<file path="src/rtl/orion_mem_arbiter.sv">
// Single-port system RAM arbiter between the CPU bus adapter and video fetcher.
// Registered memory strobe, fair CPU/video alternation, tagged read returns.
module orion_mem_arbiter #(
    parameter int ADDR_W    = 21,
    parameter int DATA_W    = 8,
    parameter int RD_LAT    = 2,
    parameter int VID_BURST = 4
) (
    input  logic              i_clk,
    input  logic              i_reset,
    input  logic              i_cpu_req,
    input  logic              i_cpu_we,
    input  logic [ADDR_W-1:0] i_cpu_addr,
    input  logic [DATA_W-1:0] i_cpu_wdata,
    output logic              o_cpu_ack,
    output logic [DATA_W-1:0] o_cpu_rdata,
    input  logic              i_vid_req,
    input  logic [ADDR_W-1:0] i_vid_addr,
    output logic              o_vid_ack,
    output logic              o_vid_rvalid,
    output logic [DATA_W-1:0] o_vid_rdata,
    output logic              o_mem_ce,
    output logic              o_mem_we,
    output logic [ADDR_W-1:0] o_mem_addr,
    output logic [DATA_W-1:0] o_mem_wdata,
    input  logic [DATA_W-1:0] i_mem_rdata,
    output logic              o_busy
);

    localparam int CNT_W = $clog2(VID_BURST + 1);

    typedef enum logic {
        S_IDLE,
        S_VID
    } state_t;

    state_t              state_q, state_d;
    logic [ADDR_W-1:0]   base_q, base_d;
    logic [CNT_W-1:0]    cnt_q, cnt_d;
    logic                fair_q, fair_d;
    logic                out_q, out_d;
    logic                ce_q, ce_d;
    logic                we_q, we_d;
    logic [ADDR_W-1:0]   addr_q, addr_d;
    logic [DATA_W-1:0]   wdata_q, wdata_d;
    logic                owner_q, owner_d;
    logic                vid_ack_q, vid_ack_d;
    logic                cpu_ack_q, cpu_ack_d;
    logic [DATA_W-1:0]   cpu_rdata_q, cpu_rdata_d;
    logic                vid_rvalid_q, vid_rvalid_d;
    logic [DATA_W-1:0]   vid_rdata_q, vid_rdata_d;
    logic [RD_LAT-1:0]   tag_v_q, tag_v_d;
    logic [RD_LAT-1:0]   tag_o_q, tag_o_d;
    logic                cpu_elig;
    logic                vid_elig;

    always_comb begin
        state_d      = state_q;
        base_d       = base_q;
        cnt_d        = cnt_q;
        fair_d       = fair_q;
        out_d        = out_q;
        ce_d         = 1'b0;
        we_d         = 1'b0;
        addr_d       = addr_q;
        wdata_d      = wdata_q;
        owner_d      = owner_q;
        vid_ack_d    = 1'b0;
        cpu_ack_d    = 1'b0;
        cpu_rdata_d  = cpu_rdata_q;
        vid_rvalid_d = 1'b0;
        vid_rdata_d  = vid_rdata_q;

        // Slot 0 of the tag pipe describes the access on the bus right now.
        tag_v_d[0] = ce_q & ~we_q;
        tag_o_d[0] = owner_q;
        for (int i = 1; i < RD_LAT; i++) begin
            tag_v_d[i] = tag_v_q[i-1];
            tag_o_d[i] = tag_o_q[i-1];
        end

        if (tag_v_q[RD_LAT-1]) begin
            if (tag_o_q[RD_LAT-1]) begin
                vid_rvalid_d = 1'b1;
                vid_rdata_d  = i_mem_rdata;
            end else begin
                cpu_ack_d   = 1'b1;
                cpu_rdata_d = i_mem_rdata;
            end
        end
        if (ce_q && we_q) begin
            cpu_ack_d = 1'b1;
        end
        if (cpu_ack_d) begin
            out_d = 1'b0;
        end

        cpu_elig = i_cpu_req & ~out_q & ~cpu_ack_q;
        vid_elig = i_vid_req & ~vid_ack_q;

        unique case (state_q)
            S_IDLE: begin
                if (cpu_elig && (!vid_elig || fair_q)) begin
                    ce_d    = 1'b1;
                    we_d    = i_cpu_we;
                    addr_d  = i_cpu_addr;
                    wdata_d = i_cpu_wdata;
                    owner_d = 1'b0;
                    fair_d  = 1'b0;
                    out_d   = 1'b1;
                end else if (vid_elig) begin
                    ce_d      = 1'b1;
                    addr_d    = i_vid_addr;
                    base_d    = i_vid_addr;
                    cnt_d     = CNT_W'(1);
                    owner_d   = 1'b1;
                    vid_ack_d = 1'b1;
                    fair_d    = 1'b1;
                    if (VID_BURST > 1) begin
                        state_d = S_VID;
                    end
                end
            end
            S_VID: begin
                ce_d    = 1'b1;
                addr_d  = base_q + ADDR_W'(cnt_q);
                owner_d = 1'b1;
                cnt_d   = cnt_q + CNT_W'(1);
                if (cnt_q == CNT_W'(VID_BURST - 1)) begin
                    state_d = S_IDLE;
                end
            end
        endcase
    end

    always_ff @(posedge i_clk) begin
        if (i_reset) begin
            state_q      <= S_IDLE;
            base_q       <= '0;
            cnt_q        <= '0;
            fair_q       <= 1'b0;
            out_q        <= 1'b0;
            ce_q         <= 1'b0;
            we_q         <= 1'b0;
            addr_q       <= '0;
            wdata_q      <= '0;
            owner_q      <= 1'b0;
            vid_ack_q    <= 1'b0;
            cpu_ack_q    <= 1'b0;
            cpu_rdata_q  <= '0;
            vid_rvalid_q <= 1'b0;
            vid_rdata_q  <= '0;
            tag_v_q      <= '0;
            tag_o_q      <= '0;
        end else begin
            state_q      <= state_d;
            base_q       <= base_d;
            cnt_q        <= cnt_d;
            fair_q       <= fair_d;
            out_q        <= out_d;
            ce_q         <= ce_d;
            we_q         <= we_d;
            addr_q       <= addr_d;
            wdata_q      <= wdata_d;
            owner_q      <= owner_d;
            vid_ack_q    <= vid_ack_d;
            cpu_ack_q    <= cpu_ack_d;
            cpu_rdata_q  <= cpu_rdata_d;
            vid_rvalid_q <= vid_rvalid_d;
            vid_rdata_q  <= vid_rdata_d;
            tag_v_q      <= tag_v_d;
            tag_o_q      <= tag_o_d;
        end
    end

    assign o_cpu_ack    = cpu_ack_q;
    assign o_cpu_rdata  = cpu_rdata_q;
    assign o_vid_ack    = vid_ack_q;
    assign o_vid_rvalid = vid_rvalid_q;
    assign o_vid_rdata  = vid_rdata_q;
    assign o_mem_ce     = ce_q;
    assign o_mem_we     = we_q;
    assign o_mem_addr   = addr_q;
    assign o_mem_wdata  = wdata_q;
    assign o_busy       = (state_q == S_VID) | (|tag_v_q) | (ce_q & ~we_q);

endmodule

</file>
<file path="config.mk">
export PLATFORM = sky130hd
export DESIGN_NAME = orion_mem_arbiter
export DESIGN_NICKNAME = d
export VERILOG_FILES = /design/src/rtl/orion_mem_arbiter.sv
export SDC_FILE = /design/constraint.sdc
export NUM_CORES = 1
export LEC_CHECK = 0
export CAP_MARGIN = 10
export CORE_MARGIN = 3
export CORE_UTILIZATION = 42
export CTS_CLUSTER_SIZE = 28
export DETAILED_ROUTE_END_ITERATION = 10
export GPL_ROUTABILITY_DRIVEN = 0
export PLACE_DENSITY = 0.74
export SLEW_MARGIN = 0
export SYNTH_ARGS = -nofsm -noshare
export SYNTH_HDL_FRONTEND = slang
export SYNTH_SLANG_ARGS = --single-unit
</file>
<file path="constraint.sdc">
create_clock -name i_clk -period 1.74 [get_ports i_clk]
set_input_delay 0.174 -clock i_clk [delete_from_list [all_inputs] [get_ports i_clk]]
set_output_delay 0.174 -clock i_clk [all_outputs]
set_load 0.01 [all_outputs]
</file>
* Word-level counts from Yosys, hierarchy flattened
Cells that the tools add are included.
** Operators by class
- Add/sub/neg operators :: 2
- Eq/ne operators :: 4
- Muxes and demuxes :: 22
- Bitwise operators :: 14
- Reduce and logical (&&, ||, !) cells :: 15
** Operators with widths (number)
- 21-bit 2-to-1 mux :: 2
- 21-bit case mux with 2 select lines :: 1
- 21-bit by 3-bit adder with 21-bit output :: 1
- 1-bit 2-to-1 mux :: 13
- 2-bit AND reduction :: 5
- 1-bit inverter :: 8
- 3-bit 2-to-1 mux :: 2
- 1-bit case mux with 2 select lines :: 3
- 3-bit case mux with 2 select lines :: 1
- 2-bit OR reduction :: 3
- 1-bit AND :: 4
- 2-bit != test, second input constant :: 2
- 3-bit by 1-bit adder with 3-bit output, second input constant :: 1
- 3-bit by 2-bit == test with 1-bit output, second input constant :: 1
- 3-bit != test, second input constant :: 1
- 3-bit AND reduction :: 1
- 3-bit OR reduction :: 1
- 1-bit logical AND :: 2
- 1-bit bitwise OR :: 2
- 2-bit nonzero test :: 1
- 1-bit logical NOT :: 1
- 1-bit logical OR :: 1
** Word-level totals
- Register bits :: 82
- Bits of input ports :: 63
- Output and inout port bits :: 51
- Word-level logic and storage cells :: 74

* Longest topological paths before layout
Gate-level depths: netlist of the first run.
- Depth in word-level cells :: 7
- Mapped depth :: 8
- Depth with buffers taken out :: 8

* Worst setup path before layout of the first run
No wires, ideal clock.
- Path type :: reg2reg
- Start :: reg cnt_q[0]
- End :: reg addr_q[6] (netlist: o_mem_addr[6])
- Setup time :: 0.070 ns
- Data arrival time :: 1.841 ns
- Data required time :: 1.670 ns
- Slack :: -0.172 ns
- Cell stages (with the launch flop) :: 9
- Buffers on the path :: 0
- Period minus slack after synthesis :: 1.912 ns
- Cell sequence :: dfxtp_1 ha_1 inv_1 fa_1 nor2b_1 o2111ai_1 xor2_1 a221o_1 a21oi_1
** Between the ends
- Longest elaborated chain between the ends :: 2
** RTL lines
- from (decl) :: line 39 : logic [CNT_W-1:0] cnt_q, cnt_d;
- from (signal assigned) :: line 158 : cnt_q <= cnt_d;
- 21-bit by 3-bit adder with 21-bit output :: line 126 : addr_d = base_q + ADDR_W'(cnt_q);
- 21-bit case mux with 2 select lines :: line 101 : unique case (state_q)
- to (signal assigned) :: line 163 : addr_q <= addr_d;
- to (decl) :: line 44 : logic [ADDR_W-1:0] addr_q, addr_d;
No other way between the ends.
A chain may end at the register's enable or synchronous reset.

* Worst setup path after layout of the first run
- Start :: reg base_q[0]
- End :: reg addr_q[6] (netlist: o_mem_addr[6])
** Between the ends
- Longest elaborated chain between the ends :: 2
** RTL lines
- from (decl) :: line 38 : logic [ADDR_W-1:0] base_q, base_d;
- from (signal assigned) :: line 157 : base_q <= base_d;
- 21-bit by 3-bit adder with 21-bit output :: line 126
- 21-bit case mux with 2 select lines :: line 101
No other way between the ends.

==> out/metrics.yaml, run 1 <==
htreeDepth: 3
switching_share: 0.297
violations: "setup timing"
finalCriticalPeriod_ns: 1.86
final-seq-area_um2: 1650
dp_worst_setup_slack_ns: -0.521
clock_latency_ns: 0.35
fillers: 665
status: "complete, but fails checks"
finalSetupViolCount: 8
cp.arrival_ns: 2.14
grt_pass1_wl_mm: 17.7
yosys.area.top_type_share: 0.446
io_buffers: 113
dp_hpwl_mm: 8.18
die_area_um2: 9910
ys_warn_count: 0
timing.rr.start: "base_q[0]"
core_area_um2: 8340
syn_area_per_cell_um2: 7.94
synth_edf_count: 0
numClockSinks: 82
rsz0062_at_grt: "true"
slowest_delay_ns: 0.36
syn-num-nets: 532
switching_power_mw: 1.42
diodes: 0
leakagePower_nw: 2.04
hold_viol: 0
vias: 3850
r2r_slack_ns: -0.12
grt_pass1_vias: 3637
antenna_found_initial: 0
p_clk_frac: 0.303
track_usage: 0.220
nNetsFinal: 680
min_path_cells: 2
intPower_mw: 3.36
vias_per_cell: 5.34
peakVddDrop_mv: 0.464
root_buffer: "clkbuf_8"
drc: 0
required_ns: 2.03
worst_slack_ns: -0.117
clock_path_buffers: 2
hp-start: "i_reset"
final_cell_mix: "126 x nand2_1, 111 x clkdlybuf4s50_1, 76 x dfxtp_1"
pwr-share-seq: 0.449
worstSetupPathType: "register to register"
area_growth_pct: 51.9
reg2reg_depth: 8
syn-cell-area_um2: 3680
multiInputGateArea_um2: 2020
yosys-top-cells-area: "dfxtp_1 45%, nand2_1 13%, a21oi_1 8.8%"
fin_skew_ns: 0.0112
numCtsBuffers: 9
ant_nets: 0
synthFlopType: "dfxtp_1"
tritoncts: "done"
maxSlewViolCount: 0
start_util: 0.441
setup.worst_path.start_class: "register"
ys_ff_latch: 82
crit_buf_inv: 1
yosysTopAreaCell: "dfxtp_1"
hold_buffers: 0
hold_path_class: "input pin to register"
min_to: "o_vid_ack"
finalCritPeriodShare: 1.07
placementRows: 33
max-cap-violations: 0
clkTransAtPathRegs_ns: 0.09
fmax_mhz: 539
ioPinCount: 114
wl_per_cell_um: 15.5
worstSetupEndpointType: "register"
critPathTopFamily: "compound AO/OA/AOI/OAI gates"
critical_path.cell_chain: "ha_4 > inv_2 > fa_2 > nor2b_4 > o2111ai_2 > xor2_1 > a221o_1 > a21oi_1"
final_util: 0.670
ys_seq_area_frac: 0.446
drive_above_1_share: 0.170
cellPowerDensity_nw_per_um2: 856
critPathSlowestCell: "dfxtp_2"
grt_max_degree: 27
die_y_um: 99.6
synth.distinct_cells: 49
tightest_slew_ns: 0.496
postSynthCellCount: 463
drt-initial-drc-count: 180
dr.pass1.iters: 5
relSlewSlack: 0.668
crit_fanout: 4
synthArstFlopShare: 0
final_common_cell: "nand2_1"
wirelength_mm: 11.2
grt.overflow.total: 0
fp.dieW_um: 99.6
reg2reg_to: "o_mem_addr[6]"
power_frac_comb: 0.247
worst max path at each step:
| stage | from | to | slack (ns) | cells past startpoint |
|---|---|---|---|---|
| 2_1_floorplan | cnt_q[0] | o_mem_addr[6] | -0.05 | 8 |
| 6_report | base_q[0] | o_mem_addr[6] | -0.12 | 8 |
| 4_1_cts | base_q[0] | o_mem_addr[6] | -0.11 | 8 |
| 3_5_place_dp | i_vid_req | o_mem_addr[1] | -0.52 | 6 |
| 3_3_place_gp | i_cpu_req | o_mem_addr[1] | -0.43 | 6 |
| 5_1_grt | base_q[0] | o_mem_addr[6] | -0.18 | 8 |
logic make-up (layout without fill, tap and decap cells):
| kind of cell | after synthesis | after routing | synth area share |
|---|---|---|---|
| AOI/OAI and AO/OA | 110 | 110 | 0.175 |
| xor gates and xnor gates | 18 | 18 | 0.0429 |
| adders and majority gates | 6 | 6 | 0.0225 |
| buffers and inverters | 34 | 187 | 0.0401 |
| DFF | 82 | 82 | 0.446 |
| muxes | 4 | 4 | 0.0122 |
| and+or+nand+nor | 209 | 209 | 0.261 |
area by class of cell:
class                   count  area share
multi-input cells         347       0.361
flip-flops and latches     82       0.295
well taps                 105      0.0235
repair buffers            165       0.279
clock buffers               9      0.0222
inverters                   6     0.00403
clock inverters             7      0.0143
repair_timing:
action | 4_1_cts | 5_1_grt
buffers inserted | 3 | 2
pin swaps | 7 | 9
gates resized for setup | 19 | 17
endpoints found under the setup margin | 17 | 40
sequential cells by signal, summed over array words and instances (netlist names), 2 cells and up:
| register | cells |
|---|---|
| o_cpu_rdata | 8 |
| tag_v_q | 2 |
| tag_o_q | 2 |
| o_vid_rdata | 8 |
| o_mem_addr | 21 |
| cnt_q | 3 |
| base_q | 21 |
| o_mem_wdata | 8 |
cell usage after synthesis, drive strengths merged (2+ instances only):
cell      n
mux2      4
a221o     2
a21oi    65
o311ai    2
and3     10
inv       6
nor2b    10
buf       9
o22ai    11
nand3    12
o221ai    2
a311o     3
o21ai    14
xnor2     8
xor2     10
dfxtp    82
a211oi    2
nand2b    6
nor2     20
a22oi     2
clkbuf   19
nand4     6
o21a      2
ha        5
nand2   127
nor3b     2
or3       6
nor3      5
and4      2
routing by layer:
| metal | global-route usage | up-vias | share of wire |
|---|---|---|---|
| li1 | - | 1880 | - |
| met1 | 0.289 | 1823 | 0.43 |
| met3 | 0.0358 | 14 | 0.059 |
| met2 | 0.370 | 133 | 0.50 |
| met4 | 0.0714 | 0 | 0.012 |
| met5 | 0 | - | 0 |
per-stage QoR:
step | cells | area, um2 | TNS [ns] | hold slack [ns] | power, mW
after floorplan | 463 | 3690 | -0.0787 | 0.310 | 2.69
after global placement | 701 | 5220 | -9.42 | 0.420 | 3.29
after detailed placement | 701 | 5220 | -11.66 | 0.446 | 3.32
after CTS | 720 | 5500 | -0.389 | 0.132 | 4.77
after global routing | 721 | 5580 | -1.00 | 0.144 | 5.00
final | 721 | 5580 | -0.511 | 0.142 | 4.78
power groups by stage:
stage	Combinational [mW]	Sequential [mW]	Clock, mW
6_report	1.18	2.15	1.45
5_1_grt	1.27	2.17	1.56
4_1_cts	1.16	2.14	1.47
3_5_place_dp	1.14	2.17	0
3_3_place_gp	1.12	2.17	0
2_1_floorplan	0.485	2.20	0
Power figures use the tool's default switching activity.
==> run 2, diff against run 1 <==
--- a/config.mk
+++ b/config.mk
@@ -11,7 +11,8 @@
 export CTS_CLUSTER_SIZE = 28
 export DETAILED_ROUTE_END_ITERATION = 10
 export GPL_ROUTABILITY_DRIVEN = 0
-export PLACE_DENSITY = 0.74
+export MAX_ROUTING_LAYER = met4
+export PLACE_DENSITY = 0.87
 export SLEW_MARGIN = 0
 export SYNTH_ARGS = -nofsm -noshare
 export SYNTH_HDL_FRONTEND = slang
==> run 2 against run 1 <==
Against the previous run:
- the run still ends with setup timing left
- sequential share of layout area grew 0.80 points
- via count grew 3.4%
- non-clock buffer count shrank 13
- critical endpoint is now o_mem_addr[4]
- largest cell class unchanged
- first-iteration DRC count grew 91%
- highest routed layer unchanged
- clock-buffer cell count grew 4
- largest power group unchanged
==> out/metrics.yaml, run 2 (same netlist as run 1, synthesis figures left out) <==
busiest_layer: "met2"
min_to: "base_q[7]"
core_area_um2: 8340  # unchanged
fp.dieW_um: 99.6  # unchanged
setup_tns_ns: -1.96  # -1.45 ns
worst_slack_ns: -0.226  # -0.109 ns
drt-initial-drc-count: 344  # +91%
crit_fanout: 3  # -1
cellPowerDensity_nw_per_um2: 869  # +1.5%
dr.pass1.iters: 5  # unchanged
grt_pass1_wl_mm: 18.5  # +4.4%
worstSetupEndpointType: "register"
wirelength_mm: 11.9  # +6.3%
placementRows: 33  # unchanged
switching_share: 0.281  # -0.0158
holdWs_ns: 0.212  # +0.0702 ns
track_usage: 0.240  # +0.0191
violations: "setup timing"
ioPinCount: 114  # unchanged
setup.worst_path.start_class: "register"
peakVddDrop_mv: 0.364  # -21%
die_y_um: 99.6  # unchanged
reg2reg_to: "o_mem_addr[4]"
nNetsFinal: 667  # -1.9%
maxSlewViolCount: 0  # unchanged
diodes: 0  # unchanged
clkTransAtPathRegs_ns: 0.08  # about the same
p_total_mw: 4.73  # -1.1%
r2r_slack_ns: -0.23  # -0.11 ns
final_common_cell: "nand2_1"
io_buffers: 113  # unchanged
root_buffer: "clkbuf_8"
ant_nets: 0  # unchanged
grtUsageMet1: 0.293  # +0.00418
finalSetupViolCount: 18  # +10
hp-start: "i_reset"
pwr-share-seq: 0.457  # +0.008
tritoncts: "done"
htreeDepth: 3  # unchanged
rsz0062_at_grt: "true"
fin_skew_ns: 0.00904  # -0.00219 ns
dp_hpwl_mm: 8.44  # +3.2%
finalCriticalPeriod_ns: 1.97  # +0.109 ns
grt_pass1_vias: 3738  # +2.8%
reg2reg_depth: 8  # unchanged
cp.arrival_ns: 2.25  # +0.11 ns
fmax_mhz: 509  # -5.6%
grt_util_met2: 0.407  # +0.0367
intPower_mw: 3.40  # +1.1%
leakagePower_nw: 1.99  # -2.9%
max-cap-violations: 0  # unchanged
clock_path_buffers: 2  # unchanged
switching_power_mw: 1.33  # -6.3%
relSlewSlack: 0.590  # -0.0784
area_growth_pct: 48.0
worstSetupPathType: "register to register"
grt_max_degree: 37  # +37%
clock_latency_ns: 0.36  # about the same
finalCritPeriodShare: 1.13  # +0.0628
antenna_found_initial: 0  # unchanged
grt.overflow.total: 0  # unchanged
vias: 3982  # +3.4%
die_area_um2: 9910  # unchanged
numClockSinks: 82  # unchanged
vias_per_cell: 5.63  # +5.5%
final_cell_mix: "126 x nand2_1, 111 x clkdlybuf4s50_1, 77 x dfxtp_1"
use_met3: 0.0449  # +0.00912
hold_viol: 0  # unchanged
p_clk_frac: 0.305  # +0.002
status: "complete, but fails checks"
numCtsBuffers: 9  # unchanged
hold_buffers: 0  # unchanged
hold_path_class: "input pin to register"
wl_per_cell_um: 16.9  # +8.4%
drc: 0  # unchanged
timing.rr.start: "base_q[1]"
min_path_cells: 3  # +1
required_ns: 2.03  # about the same
start_util: 0.441  # unchanged
drive_above_1_share: 0.141  # -0.0293
power_frac_comb: 0.239  # -0.008
tightest_slew_ns: 0.613  # +0.117 ns
run 2: changes by cell type in the layout (fill, tap and decap cells not counted), moves of 2 or more:
| cell | before | now |
|---|---|---|
| dfxtp_2 | 6 | 4 |
| ha_1 | 2 | 4 |
| inv_6 | 4 | 0 |
| buf_4 | 48 | 34 |
| clkbuf_8 | 9 | 12 |
| clkinvlp_4 | 2 | 0 |
| ha_4 | 3 | 1 |
| o21ai_0 | 12 | 10 |
run 2: metrics by stage:
stage                      util  cells  area (um2)  worst slack, ns
after detailed placement  0.613    689        5110           -0.354
after global routing      0.652    707        5440           -0.277
after CTS                 0.643    705        5360           -0.194
final                     0.652    707        5440           -0.226
after floorplan               -    463        3690          -0.0540
after global placement    0.613    689        5110           -0.305
run 2: critical path: stages (launching register included):
cell     delay (ns)
dfxtp_1        0.40
inv_1          0.10
fa_2           0.43
nor2b_4        0.17
buf_12         0.12
o21ai_2        0.07
xor2_1         0.17
a221o_1        0.31
a21oi_1        0.13
run 2: worst max-delay path by stage:
stage / from / end / slack, ns
6_report: base_q[1] / o_mem_addr[4] / -0.23
5_1_grt: base_q[0] / o_mem_addr[6] / -0.28
4_1_cts: cnt_q[0] / o_mem_addr[6] / -0.19
3_5_place_dp: i_vid_req / o_mem_addr[1] / -0.35
3_3_place_gp: i_vid_req / o_mem_addr[1] / -0.30
2_1_floorplan: cnt_q[0] / o_mem_addr[6] / -0.05
run 2: repair_timing:
item                                    4_1_cts  5_1_grt
endpoints found under the hold margin         0        0
setup buffers                                 1        2
pin swaps                                    25       17
endpoints found under the setup margin       15       30
resized for setup                            12       16
run 2: layout make-up:
type                    instances  area [um2]
fillers                       626        2900
multi-input cells             347        1970
flip-flops and latches         82        1650
repair buffers                152        1460
clock buffers                  13         169
well taps                     105         131
clock inverters                 2        35.0
inverters                       6        22.5
run 2: power groups by stage:
stage | Combinational [mW] | Sequential, mW | Clock [mW]
after CTS | 1.10 | 2.15 | 1.44
final | 1.13 | 2.16 | 1.44
after global placement | 1.06 | 2.17 | 0
after detailed placement | 1.08 | 2.18 | 0
after global routing | 1.21 | 2.17 | 1.53
after floorplan | 0.485 | 2.20 | 0
run 2: per-layer routing:
metal  share of wire  wire, um
met5               0         0
met4           0.031       373
met3           0.069       822
met2            0.50      5940
met1            0.40      4770
